[src/rtl/sseg_frame_decoder.sv]
// Purpose : passive monitor for a multiplexed active-low 7-segment bus; rebuilds hex frames.
// Latency : digit captured 2 + STABLE_CYCLES clk edges after its pins settle; frame out 1 edge later.
// Backpr. : frame held stable until frame_valid && frame_ready; a frame completing while held is dropped (overrun).
//
// Ports:
//   clk, rst_n     - clock, asynchronous active-low reset
//   sseg_n[6:0]    - segment lines a..g, active-low, asynchronous to clk
//   an_n[N-1:0]    - anode enables, active-low, asynchronous to clk
//   frame_ready    - consumer accepts the presented frame
//   frame_valid    - frame_digits/frame_ok/frame_blank hold a complete frame
//   frame_digits   - decoded nibbles, digit i at [4i+3:4i]
//   frame_ok       - bit i set when digit i matched a hex glyph
//   frame_blank    - bit i set when digit i was all segments off
//   overrun        - sticky, a completed frame was dropped while one was pending
module sseg_frame_decoder #(
  parameter int NUM_DIGITS    = 4,
  parameter int STABLE_CYCLES = 8
) (
  input  logic                    clk,
  input  logic                    rst_n,
  input  logic [6:0]              sseg_n,
  input  logic [NUM_DIGITS-1:0]   an_n,
  input  logic                    frame_ready,
  output logic                    frame_valid,
  output logic [4*NUM_DIGITS-1:0] frame_digits,
  output logic [NUM_DIGITS-1:0]   frame_ok,
  output logic [NUM_DIGITS-1:0]   frame_blank,
  output logic                    overrun
);

  localparam int CW = $clog2(STABLE_CYCLES + 1);
  localparam int SW = 7 + NUM_DIGITS;
  localparam logic [CW-1:0] CNT_MAX = CW'(STABLE_CYCLES);
  localparam logic [CW-1:0] CNT_ONE = CW'(1);

  // One decoded digit slot.
  typedef struct packed {
    logic [3:0] nib;
    logic       ok;
    logic       blank;
  } slot_t;

  typedef enum logic [1:0] {
    ST_WAIT  = 2'd0,
    ST_COUNT = 2'd1,
    ST_HELD  = 2'd2
  } state_t;

  // ---------------------------------------------------------------------------
  // Two-flop synchronizers. The bus is sampled, never timed, so per-bit skew
  // across a digit change just shows up as a short unstable burst that the
  // stability counter filters out.
  // ---------------------------------------------------------------------------
  logic [6:0]            sseg_m, sseg_s;
  logic [NUM_DIGITS-1:0] an_m, an_s;

  always_ff @(posedge clk or negedge rst_n) begin
    if (!rst_n) begin
      sseg_m <= '0;
      sseg_s <= '0;
      an_m   <= '0;
      an_s   <= '0;
    end else begin
      sseg_m <= sseg_n;
      sseg_s <= sseg_m;
      an_m   <= an_n;
      an_s   <= an_m;
    end
  end

  logic [SW-1:0]         samp;
  logic [NUM_DIGITS-1:0] an_act;
  logic                  an_ok;

  assign samp   = {an_s, sseg_s};
  assign an_act = ~an_s;
  // Exactly one anode driven: non-zero and a power of two.
  assign an_ok  = (an_act != '0) &&
                  ((an_act & (an_act - {{(NUM_DIGITS-1){1'b0}}, 1'b1})) == '0);

  // ---------------------------------------------------------------------------
  // Glyph decode of the synchronized segment sample.
  // ---------------------------------------------------------------------------
  slot_t dec;

  always_comb begin
    dec = '0;
    case (sseg_s)
      7'b1000000: dec = '{nib: 4'h0, ok: 1'b1, blank: 1'b0};
      7'b1111001: dec = '{nib: 4'h1, ok: 1'b1, blank: 1'b0};
      7'b0100100: dec = '{nib: 4'h2, ok: 1'b1, blank: 1'b0};
      7'b0110000: dec = '{nib: 4'h3, ok: 1'b1, blank: 1'b0};
      7'b0011001: dec = '{nib: 4'h4, ok: 1'b1, blank: 1'b0};
      7'b0010010: dec = '{nib: 4'h5, ok: 1'b1, blank: 1'b0};
      7'b0000010: dec = '{nib: 4'h6, ok: 1'b1, blank: 1'b0};
      7'b1111000: dec = '{nib: 4'h7, ok: 1'b1, blank: 1'b0};
      7'b0000000: dec = '{nib: 4'h8, ok: 1'b1, blank: 1'b0};
      7'b0010000: dec = '{nib: 4'h9, ok: 1'b1, blank: 1'b0};
      7'b0001000: dec = '{nib: 4'hA, ok: 1'b1, blank: 1'b0};
      7'b0000011: dec = '{nib: 4'hB, ok: 1'b1, blank: 1'b0};
      7'b1000110: dec = '{nib: 4'hC, ok: 1'b1, blank: 1'b0};
      7'b0100001: dec = '{nib: 4'hD, ok: 1'b1, blank: 1'b0};
      7'b0000110: dec = '{nib: 4'hE, ok: 1'b1, blank: 1'b0};
      7'b0001110: dec = '{nib: 4'hF, ok: 1'b1, blank: 1'b0};
      7'b1111111: dec = '{nib: 4'h0, ok: 1'b0, blank: 1'b1};
      default:    dec = '0;
    endcase
  end

  // ---------------------------------------------------------------------------
  // Stability FSM. prev holds the full sample (anodes + segments) so that a
  // digit switch with an identical glyph still restarts the count.
  // ---------------------------------------------------------------------------
  state_t        state;
  logic [CW-1:0] cnt;
  logic [SW-1:0] prev;
  logic          same;
  logic          cap;

  assign same = (samp == prev);
  // Capture on the edge whose increment brings the count to STABLE_CYCLES.
  assign cap  = (state == ST_COUNT) && an_ok && same && (cnt == CNT_MAX - CNT_ONE);

  always_ff @(posedge clk or negedge rst_n) begin
    if (!rst_n) begin
      state <= ST_WAIT;
      cnt   <= '0;
      prev  <= '0;
    end else begin
      case (state)
        ST_WAIT: begin
          if (an_ok) begin
            cnt   <= CNT_ONE;
            prev  <= samp;
            state <= ST_COUNT;
          end
        end
        ST_COUNT: begin
          if (!an_ok) begin
            state <= ST_WAIT;
          end else if (!same) begin
            cnt  <= CNT_ONE;
            prev <= samp;
          end else begin
            if (cnt != CNT_MAX) cnt <= cnt + CNT_ONE;
            if (cnt == CNT_MAX - CNT_ONE) state <= ST_HELD;
          end
        end
        ST_HELD: begin
          if (!same) begin
            if (an_ok) begin
              cnt   <= CNT_ONE;
              prev  <= samp;
              state <= ST_COUNT;
            end else begin
              state <= ST_WAIT;
            end
          end
        end
        default: state <= ST_WAIT;
      endcase
    end
  end

  // ---------------------------------------------------------------------------
  // Working frame, seen mask and output frame register.
  // A capture can never land on the completion edge (a capture always leaves
  // the FSM in HELD), but the seen update is still ordered clear-then-set.
  // ---------------------------------------------------------------------------
  slot_t                 work [NUM_DIGITS];
  logic [NUM_DIGITS-1:0] seen;
  logic                  seen_full;
  logic                  take;

  assign seen_full = &seen;
  assign take      = seen_full && (!frame_valid || frame_ready);

  always_ff @(posedge clk or negedge rst_n) begin
    if (!rst_n) begin
      for (int i = 0; i < NUM_DIGITS; i++) work[i] <= '0;
      seen         <= '0;
      frame_valid  <= 1'b0;
      frame_digits <= '0;
      frame_ok     <= '0;
      frame_blank  <= '0;
      overrun      <= 1'b0;
    end else begin
      if (cap) begin
        for (int i = 0; i < NUM_DIGITS; i++) begin
          if (an_act[i]) work[i] <= dec;
        end
      end

      seen <= (seen_full ? {NUM_DIGITS{1'b0}} : seen) | (cap ? an_act : {NUM_DIGITS{1'b0}});

      if (take) begin
        for (int i = 0; i < NUM_DIGITS; i++) begin
          frame_digits[4*i +: 4] <= work[i].nib;
          frame_ok[i]            <= work[i].ok;
          frame_blank[i]         <= work[i].blank;
        end
        frame_valid <= 1'b1;
      end else if (seen_full) begin
        // Pending frame not taken this cycle: the new one is lost.
        overrun <= 1'b1;
      end else if (frame_valid && frame_ready) begin
        frame_valid <= 1'b0;
      end
    end
  end

endmodule

[config.mk]
export PLATFORM = sky130hd
export DESIGN_NAME = sseg_frame_decoder
export DESIGN_NICKNAME = d
export VERILOG_FILES = /design/src/rtl/sseg_frame_decoder.sv
export SDC_FILE = /design/constraint.sdc
export NUM_CORES = 1
export LEC_CHECK = 0
export CORE_UTILIZATION = 40
export DETAILED_ROUTE_END_ITERATION = 10
export PLACE_DENSITY_LB_ADDON = 0.08
export SYNTH_ARGS = -nofsm -noshare
export SYNTH_HDL_FRONTEND = slang
export SYNTH_SLANG_ARGS = --single-unit
[constraint.sdc]
create_clock -name clk -period 2.03 [get_ports clk]
set_clock_uncertainty 0.1 [all_clocks]
set_input_delay 0.406 -clock clk [delete_from_list [all_inputs] [get_ports clk]]
set_output_delay 0.406 -clock clk [all_outputs]
set_load 0.01 [all_outputs]
* Word-level counts from Yosys, hierarchy flattened
Index checks and enable logic that the tools add are counted.
** Operators by class
- Eq/ne operators :: 29
- Bitwise logic cells :: 4
- Reductions and logical operators :: 24
- Muxes and demuxes :: 24
- $add $sub $neg :: 2
** Operator list (number)
- $pmux W6 S17 :: 1
- $mux W11 :: 4
- $eq A7 B7 Y1 const B :: 5
- $pmux W11 S3 :: 1
- $mux W4 :: 7
- $eq A7 B5 Y1 const B :: 3
- $eq A7 B6 Y1 const B :: 3
- $reduce_and A4 Y1 :: 4
- $eq A7 B2 Y1 const B :: 2
- $eq A7 B4 Y1 const B :: 2
- $pmux W4 S3 :: 1
- $eq A11 B11 Y1 :: 1
- $mux W2 :: 5
- $reduce_and A2 Y1 :: 5
- $ne A2 B2 Y1 const B :: 4
- $eq A7 B3 Y1 const B :: 1
- $logic_not A7 Y1 :: 1
- $logic_and A1 B1 Y1 :: 6
- $ne A3 B2 Y1 const B :: 2
- $pmux W2 S3 :: 1
- $reduce_and A5 Y1 :: 1
- $add A4 B1 Y4 const B :: 1
- $and A4 B4 Y4 :: 1
- $eq A4 B3 Y1 const B :: 1
- 17 further kinds :: 20
** Storage, ports and cells
- Logic and storage cells :: 108
- Register bits :: 93
- Bits of input ports :: 14

* Logic depth before layout (Yosys ltp)
Gate-level depths: netlist of run 1.
- Depth in word-level cells :: 10
- Gate-level depth with buffers :: 8
- Depth with buffers taken out :: 8

* Least setup slack after synthesis of run 1
Ideal clock, no wire load.
- Kind :: flip-flop to flip-flop
- From :: register sseg_s[6]
- To :: register prev[10]
- Buffers on the path :: 1
- Period minus slack after synthesis :: 2.143 ns
- Stages on the path, launching flop included :: 8
- Required time :: 1.805 ns
- Path slack :: -0.113 ns
- Data arrival time :: 1.918 ns
- Cell sequence :: dfrtp_1 > xor2_1 > nor4_1 > and3_4 > maj3_2 > or2_1 > buf_6 > mux2_4
** On the way
- Longest elaborated chain between the ends :: 3
- Elaborated cells on any way between the ends :: 4
** RTL lines
- start, declared :: line 54 : logic [6:0] sseg_m, sseg_s;
- start signal, assigned :: line 65 : sseg_s <= sseg_m;
- $eq A11 B11 Y1 * :: line 120 : assign same = (samp == prev);
- $ne A2 B2 Y1 (no line)
- $reduce_and A4 Y1 (no line) *
- end signal, assigned :: line 134 : prev <= samp;
- end signal, assigned :: line 143 : prev <= samp;
- end signal, assigned :: line 153 : prev <= samp;
- end, declared :: line 116 : logic [SW-1:0] prev;
Every way passes the cells marked *; elsewhere a longest branch is shown, timed or not.
A chain may end at the register's enable or synchronous reset.

* Final worst setup path of run 1
- From :: register sseg_s[2]
- To :: register prev[2]
** On the way
- Longest elaborated chain between the ends :: 3
- Elaborated cells on any way between the ends :: 9
** RTL lines (line)
- $eq A11 B11 Y1 (tied with other cells) :: 120
- $ne A2 B2 Y1 (no line) (tied with other cells)
- $reduce_and A4 Y1 (no line) or $pmux W11 S3 (tied branches)
Parallel ways exist; a longest one is shown, timed or not. The select of a mux whose other input is x is not followed.

==> results.md, run 1 <==
- Via-to-Cell Ratio: 4.889
- Hold depth: 0
- GPL Wtd Cong: 0.7623
- Die Ht: 100.6 um
- FF-to-FF Start: sseg_s[2]$_DFF_PN0_
- Synthesized cell area: 3885 um^2
- Total GRT Usage: 16.09%
- Pin count of the biggest net entering global routing: 94
- Setup ws final: -0.1260 ns
- Area of the multi-input gates: 1638 um^2
- Cell family with most CP delay: simple AND/OR/NAND/NOR gates
- Area Growth Syn to Fin: 32.88%
- Antenna cells: 0
- Clock sinks: 93
- Global-route wire length before repair: 12.39 mm
- Least-Margin Pin Slew: 0.4765 ns
- Vias in the first global route: 2488
- Dpl hpwl: 4.734 mm
- Syn. warnings: 0
- Hold crit path type: reg2reg
- Worst skew pair latency: 0.36 ns
- Net Count, Synth: 305
- Dpl cell area: 4677 um^2
- Crit path cell chain: xor2_1 -> nor4_4 -> and3_4 -> maj3_2 -> or2_4 -> buf_12 -> mux2_4
- Design area: 5162 um^2
- Max rail drop VDD: 0.5172 mV
- CTS max path bufs: 2
- Final ANT Viol Nets: 0
- Number of flops mapped to enable cells by yosys: 0
- Die area: 10110 um^2
- Fillers: 805
- WL per Instance: 14.51 um
- Fin cells: 503
- Clk Tree Root Cell: clkbuf_8
- Slowest CP cell: dfrtp_1
- CTS buffer count: 9
- Critical path type: reg2reg
- I/O Buffers: 39
- Row count: 35
- CP Buf/Inv Count: 1
- Initial antenna violation count: 0
- Crit path time final: 2.156 ns
- Via Count: 2459
- CTS tree: yes
- Syn Area/Cell: 13.44 um^2
- Min-delay src: sseg_m[2]$_DFF_PN0_
- Nets: 385
- CP Capture Type: flip-flop
- Final setup violation count: 26
- Starting Density: 41.65%
- Period utilisation layout: 106.2%
- Drt pass-1 iters: 4
- # DRC: 0
- Library cells used by synthesis: 51
- CTS clock-pin slew for the worst setup and hold paths: 0.09 ns
- Worst reg2reg path depth: 7
- Leakage power: 2.464 nW
- Total routed wirelength: 7.301 mm
- Share of layout cells above drive strength 1: 37.70%
- RSZ-0062 raised after global routing: true
- Die Wd: 100.6 um
- Seq cells post-synth: 93
- Crit path depth: 7
- Status: complete, but fails checks
- Sequential cell area: 2327 um^2
- GR Overflow Total: 0
- Drt initial violations: 55
- Final Max Slew Viols: 0
- Slew HR: 68.23%
- Core ar.: 9328 um^2
- CP max stage delay: 0.40 ns
- Seq/Total Area, Yosys: 59.90%
- Hold Violations, Final: 0
- PwrDens: 744.4 nW/um^2
- Startpoint types: flip-flop
- H-Tree Depth: 3
- Async SR Flop Fraction: 100.0%
- IO Pins: 40
- WP data arrival: 2.30 ns
- Minimum hold slack: 0.2535 ns
- Critical Path RT: 2.17 ns
- Max-cap viol count: 0
- CP Launch Point: sseg_s[2]$_DFF_PN0_
- Failing checks: setup timing
- Cell count after synthesis: 289
- Top_reg_cell synth: dfrtp_1
- CP Max Fanout: 7
- Inst Count DP: 478
- Max Clk Rate: 0.4638 GHz
==> state kept, by name, indices dropped and copies added (netlist names), 7 cells and up <==
register      count
work             24
sseg_s            7
sseg_m            7
prev             11
frame_digits     16
==> per-stage QoR <==
step / setup slack, ns / util (%) / TNS [ns] / power, W
3_5_place_dp: -0.1832 / 50.14 / -5.250 / 0.002400
2_1_floorplan: -0.06598 / - / -0.6598 / 0.002228
6_report: -0.1260 / 55.35 / -1.536 / 0.003843
5_1_grt: -0.1812 / 55.35 / -3.968 / 0.004028
3_3_place_gp: -0.1636 / 50.14 / -4.452 / 0.002397
4_1_cts: -0.1298 / 54.29 / -1.692 / 0.003856
==> repair_timing <==
| action | CTS | global route |
|---|---|---|
| hold buffers | 1 | 0 |
| buffers inserted | 7 | 4 |
| pin swaps | 9 | 14 |
| hold endpoints to repair | 10 | 0 |
| endpoints found under the setup margin | 40 | 37 |
| gates resized for setup | 19 | 22 |
==> cells in the final DEF, fill, tap and decap left out, drive strengths merged, types with 3 or more instances in the layout <==
cell / count
clkdlybuf4s50: 38
o21ai: 12
nor3: 5
nand2b: 5
nand4: 3
buf: 43
inv: 9
xnor2: 3
nand2: 23
a21oi: 5
nor4: 3
nor2b: 4
nor2: 3
nand3: 7
xor2: 11
clkbuf: 9
dfrtp: 93
nand4b: 3
mux2: 55
==> final timing paths <==
| check | end | slack, ns |
|---|---|---|
| worst min-delay path | sseg_s[2]$_DFF_PN0_ | 0.25 |
| max in group asynchronous | work[21]$_DFFE_PN0P_ | 0.92 |
| worst max register to register | prev[2]$_DFFE_PN0P_ | -0.13 |
| min in group asynchronous | an_s[1]$_DFF_PN0_ | 0.53 |
| worst max-delay path | prev[2]$_DFFE_PN0P_ | -0.13 |
| worst min register to register | sseg_s[2]$_DFF_PN0_ | 0.25 |
==> cells by family (layout without fill, tap and decap cells) <==
| kind of cell | after synthesis | count (layout) | share of synthesized area (%) |
|---|---|---|---|
| AO/OA/AOI/OAI | 32 | 32 | 5.250 |
| XOR/XNOR | 14 | 14 | 3.156 |
| adder cells (fa/ha/maj) | 3 | 3 | 0.9339 |
| buffers and inverters | 19 | 104 | 2.222 |
| flip-flops | 93 | 93 | 59.90 |
| multiplexers | 56 | 56 | 17.17 |
| AND/OR/NAND/NOR | 72 | 72 | 11.37 |
==> synthesized netlist by cell type (all sizes together) (3+ instances only) <==
master / instances / area [um^2]
a21oi: 5 / 25.02
buf: 3 / 26.27
clkbuf: 10 / 37.54
dfrtp: 93 / 2327
inv: 6 / 22.52
mux2: 55 / 656.9
nand2: 23 / 86.33
nand2b: 5 / 31.28
nand3: 7 / 45.04
nand4: 3 / 18.77
nand4b: 3 / 38.79
nor2: 3 / 11.26
nor2b: 4 / 25.02
nor3: 5 / 25.02
nor4: 3 / 25.02
o21ai: 12 / 60.05
xnor2: 3 / 26.28
xor2: 11 / 96.34
==> per-layer routing <==
metal	track usage, %	up-vias	share of wire [%]
met2	25.18	32	47
li1	-	1185	-
met1	22.26	1235	49
met5	0	-	0
met4	5.017	0	1.2
met3	3.814	7	2.9
==> cell type report <==
| cell class | instances | area share [%] |
|---|---|---|
| Inverter | 6 | 0.4363 |
| Multi-Input combinational cell | 177 | 31.73 |
| Tap cell | 129 | 3.127 |
| Sequential cell | 93 | 45.08 |
| Clock inverter | 7 | 2.036 |
| Timing Repair Buffer | 82 | 15.20 |
| Clock buffer | 9 | 2.399 |
==> worst reg2reg max path, stage by stage (launching register included) <==
cell,delay (ns)
dfrtp_1,0.40
xor2_1,0.28
nor4_4,0.10
and3_4,0.20
maj3_2,0.28
or2_4,0.25
buf_12,0.15
mux2_4,0.29
==> where the power goes <==
group	total (W)	internal (W)	switching, W
registers	0.00199	0.00193	0.0000589
clock network	0.00140	0.000713	0.000686
logic	0.000455	0.000248	0.000207
total	0.00384	0.00289	0.000952
No activity file was read; power rests on OpenSTA's default activity.
==> inputs of run 2 (changes only) <==
--- a/config.mk
+++ b/config.mk
@@ -5,9 +5,12 @@
 export SDC_FILE = /design/constraint.sdc
 export NUM_CORES = 1
 export LEC_CHECK = 0
+export ABC_AREA = 1
 export CORE_UTILIZATION = 40
 export DETAILED_ROUTE_END_ITERATION = 10
 export PLACE_DENSITY_LB_ADDON = 0.08
+export SKIP_CTS_REPAIR_TIMING = 1
+export SLEW_MARGIN = 15
 export SYNTH_ARGS = -nofsm -noshare
 export SYNTH_HDL_FRONTEND = slang
 export SYNTH_SLANG_ARGS = --single-unit
==> run 2 against run 1 <==
  * Sequential power hardly changed
  * Routed wire length is 6.9% higher
  * The run now ends clean
  * Highest routed layer unchanged
  * Largest cell class unchanged
  * Sequential share of layout area is 2.1 points higher
  * Fmax is 14% higher
  * Flip-flop and latch count stayed put
  * Via count is 16% higher
==> results.md, run 2 <==
- Dpl ws: -0.02074 ns (was -0.1832 ns)
- Share of layout cells above drive strength 1: 16.43% (was 37.70%)
- GR Overflow Total: 0 (unchanged)
- Crit path top cell by count: nand2_1
- Seq cells post-synth: 93 (unchanged)
- Via-to-Cell Ratio: 4.572 (was 4.889)
- Leakage power: 2.646 nW (was 2.464 nW)
- H-Tree Depth: 3 (unchanged)
- Fin cells: 626 (was 503)
- Synthesized cell area: 4065 um^2 (was 3885 um^2)
- Total GRT Usage: 16.51% (was 16.09%)
- CP max stage delay: 0.48 ns (was 0.40 ns)
- Fin Setup TNS: 0 ns (was -1.536 ns)
- Cell family with most CP delay: simple AND/OR/NAND/NOR gates (unchanged)
- CTS clock-pin slew for the worst setup and hold paths: 0.11 ns (was 0.09 ns)
- Least-Margin Pin Slew: 0.5070 ns (was 0.4765 ns)
- Met3 wire len: 293 um (was 209 um)
- Most frequent cells in the layout: nand2_1 (180), dfrtp_1 (93), clkdlybuf4s50_1 (38), inv_1 (31), mux2_2 (24) (was dfrtp_1 (93), mux2_2 (39), clkdlybuf4s50_1 (38), buf_4 (31), nand2_1 (21))
- Starting Density: 41.40% (was 41.65%)
- Max rail drop VDD: 0.4547 mV (was 0.5172 mV)
- Largest regs: work: 24 flops, frame_digits: 16 flops, prev: 11 flops (unchanged)
- Comb power frac: 11.0% (was 11.8%)
- Cell count after synthesis: 430 (was 289)
- GPL Wtd Cong: 0.8797 (was 0.7623)
- CTS buffer count: 9 (unchanged)
- CTS max path bufs: 2 (unchanged)
- Max-cap viol count: 0 (unchanged)
- Clk Tree Root Cell: clkbuf_8 (unchanged)
- Final ANT Viol Nets: 0 (unchanged)
- Net Count, Synth: 446 (was 305)
- Initial antenna violation count: 0 (unchanged)
- Vias in the first global route: 2622 (was 2488)
- Slowest CP cell: dfrtp_1 (unchanged)
- Nets: 504 (was 385)
- Crit path time final: 1.884 ns (was 2.156 ns)
- Hold crit path type: reg2reg (unchanged)
- Slew HR: 66.17% (was 68.23%)
- Antenna cells: 0 (unchanged)
- Total routed wirelength: 7.806 mm (was 7.301 mm)
- Startpoint types: flip-flop (unchanged)
- Syn Area/Cell: 9.454 um^2 (was 13.44 um^2)
- Reg power frac: 55.8% (was 51.8%)
- Dpl cell area: 4728 um^2 (was 4677 um^2)
- Net Switching: 0.001025 W (was 0.0009520 W)
- Worst skew pair latency: 0.36 ns (about the same)
- WP data arrival: 2.05 ns (was 2.30 ns)
- Final setup violation count: 0 (was 26)
- Setup ws final: 0.1462 ns (was -0.1260 ns)
- Yosys top cell by area: dfrtp_1 (unchanged)
- Area Growth Syn to Fin: 21.36% (was 32.88%)
- Most flops, register: work (unchanged)
- Via Count: 2862 (was 2459)
- Drt pass-1 iters: 4 (unchanged)
- Clock Power Share: 33.2% (was 36.4%)
- Die Wd: 102.8 um (was 100.6 um)
- Die Ht: 102.8 um (was 100.6 um)
- Clock sinks: 93 (unchanged)
- Die area: 10570 um^2 (was 10110 um^2)
- Design area: 4933 um^2 (was 5162 um^2)
- Crit path cell chain: nor2_1 -> nand2_1 -> inv_1 -> nand2_1 -> nand3_1 -> nor3_1 -> nand3_1 -> nand2_1 -> nand2_1 (was xor2_1 -> nor4_4 -> and3_4 -> maj3_2 -> or2_4 -> buf_12 -> mux2_4)
- Drt initial violations: 137 (was 55)
- Switching portion of total power: 28.79% (was 24.78%)
- # DRC: 0 (unchanged)
- Most common cell in the netlist: nand2_1 (was dfrtp_1)
- Row count: 36 (was 35)
- Critical Path RT: 2.19 ns (was 2.17 ns)
- CP Buf/Inv Count: 1 (unchanged)
- Global-route wire length before repair: 13.04 mm (was 12.39 mm)
- RSZ-0062 raised after global routing: true (unchanged)
- IO Pins: 40 (unchanged)
- CP Max Fanout: 7 (unchanged)
- Syn. warnings: 0 (unchanged)
- Synth top cells by count: nand2_1 (180), dfrtp_1 (93), inv_1 (31), mux2_2 (24), nor2_1 (23) (was dfrtp_1 (93), mux2_2 (45), nand2_1 (23), o21ai_0 (11), xor2_1 (11))
- Final Max Slew Viols: 0 (unchanged)
- Dpl hpwl: 5.753 mm (was 4.734 mm)
- Period utilisation layout: 92.80% (was 106.2%)
- Met2 Wirelength: 3.480 mm (was 3.455 mm)
- Top routing layer in use: met4 (unchanged)
- Core ar.: 9819 um^2 (was 9328 um^2)
- Seq/Total Area, Yosys: 57.25% (was 59.90%)
- Library cells used by synthesis: 28 (was 51)
- Int Power: 0.002534 W (was 0.002891 W)
- Max Clk Rate: 0.5308 GHz (was 0.4638 GHz)
- Async SR Flop Fraction: 100.0% (unchanged)
- Number of flip-flops in the largest register: 24 (unchanged)
- Top cells by area, synth: dfrtp_1 (57%), nand2_1 (17%), mux2_2 (6.6%), inv_1 (2.9%), nor2_1 (2.1%) (was dfrtp_1 (60%), mux2_2 (13%), mux2_4 (3.9%), xor2_1 (2.5%), nand2_1 (2.2%))
- Most common cell after layout, fill and taps aside: nand2_1 (was dfrtp_1)
- Top_reg_cell synth: dfrtp_1 (unchanged)
- CP Capture Type: flip-flop (unchanged)
- Critical path type: reg2reg (unchanged)
- Number of flops mapped to enable cells by yosys: 0 (unchanged)
- Status: complete, no violations (was complete, but fails checks)
- I/O Buffers: 39 (unchanged)
- CTS tree: yes (unchanged)
- WL per Instance: 12.47 um (was 14.51 um)
- Hold Violations, Final: 0 (unchanged)
- Inst Count DP: 609 (was 478)
- Yosys top cell area share: 57.25% (was 59.90%)
- Pin count of the biggest net entering global routing: 36 (was 94)
- M1 WL: 3.943 mm (was 3.548 mm)
- PwrDens: 721.4 nW/um^2 (was 744.4 nW/um^2)
-- run 2: final cells by class --
cell class | instances | area (um^2)
repair buffers | 52 | 538.0
flip-flops and latches | 93 | 2327
clock inverters | 7 | 63.81
clock buffers | 9 | 123.9
fillers | 946 | 4886
multi-input cells | 290 | 1536
well taps | 133 | 166.4
inverters | 42 | 177.7
-- run 2: through the flow --
step,utilization [%],hold slack (ns),power (W)
after floorplan,-,0.01041,0.002260
after global placement,48.15,0.2316,0.002406
after detailed placement,48.15,0.2347,0.002415
after CTS,50.06,-0.1129,0.003606
after global routing,50.24,0.2582,0.003756
final,50.24,0.2535,0.003559
-- run 2: final timing paths --
kind / depth (start not counted) / slack (ns) / endpoint / from
max: 9 / 0.15 / work[19]$_DFFE_PN0P_ / sseg_s[4]$_DFF_PN0_
min: 0 / 0.25 / sseg_s[5]$_DFF_PN0_ / sseg_m[5]$_DFF_PN0_
max reg2reg: 9 / 0.15 / work[19]$_DFFE_PN0P_ / sseg_s[4]$_DFF_PN0_
min reg2reg: 0 / 0.25 / sseg_s[5]$_DFF_PN0_ / sseg_m[5]$_DFF_PN0_
max in group asynchronous: 3 / 0.84 / work[11]$_DFFE_PN0P_ / rst_n
min in group asynchronous: 2 / 0.44 / frame_valid$_DFFE_PN0P_ / rst_n
-- run 2: logic make-up (layout without fill, tap and decap cells) --
kind of cell,Yosys count,after routing,synth area share [%]
and+or+nand+nor,248,248,27.76
DFF,93,93,57.25
buffers and inverters,47,110,5.140
muxes,24,24,6.648
AOI/OAI and AO/OA,10,10,1.293
xor gates and xnor gates,6,6,1.293
adders and majority gates,2,2,0.6155
-- run 2: routing by layer --
| layer | GRT usage, % | up-vias |
|---|---|---|
| li1 | - | 1468 |
| met1 | 24.41 | 1327 |
| met2 | 24.26 | 59 |
| met3 | 3.458 | 8 |
| met4 | 5.309 | 0 |
| met5 | 0 | - |
-- run 2: power by group through the flow --
stage / registers, W / logic [W] / clock network (W)
after floorplan: 0.00200 / 0.000256 / 0
after global placement: 0.00202 / 0.000387 / 0
after detailed placement: 0.00202 / 0.000394 / 0
after CTS: 0.00199 / 0.000394 / 0.00123
after global routing: 0.00200 / 0.000449 / 0.00131
final: 0.00199 / 0.000391 / 0.00118
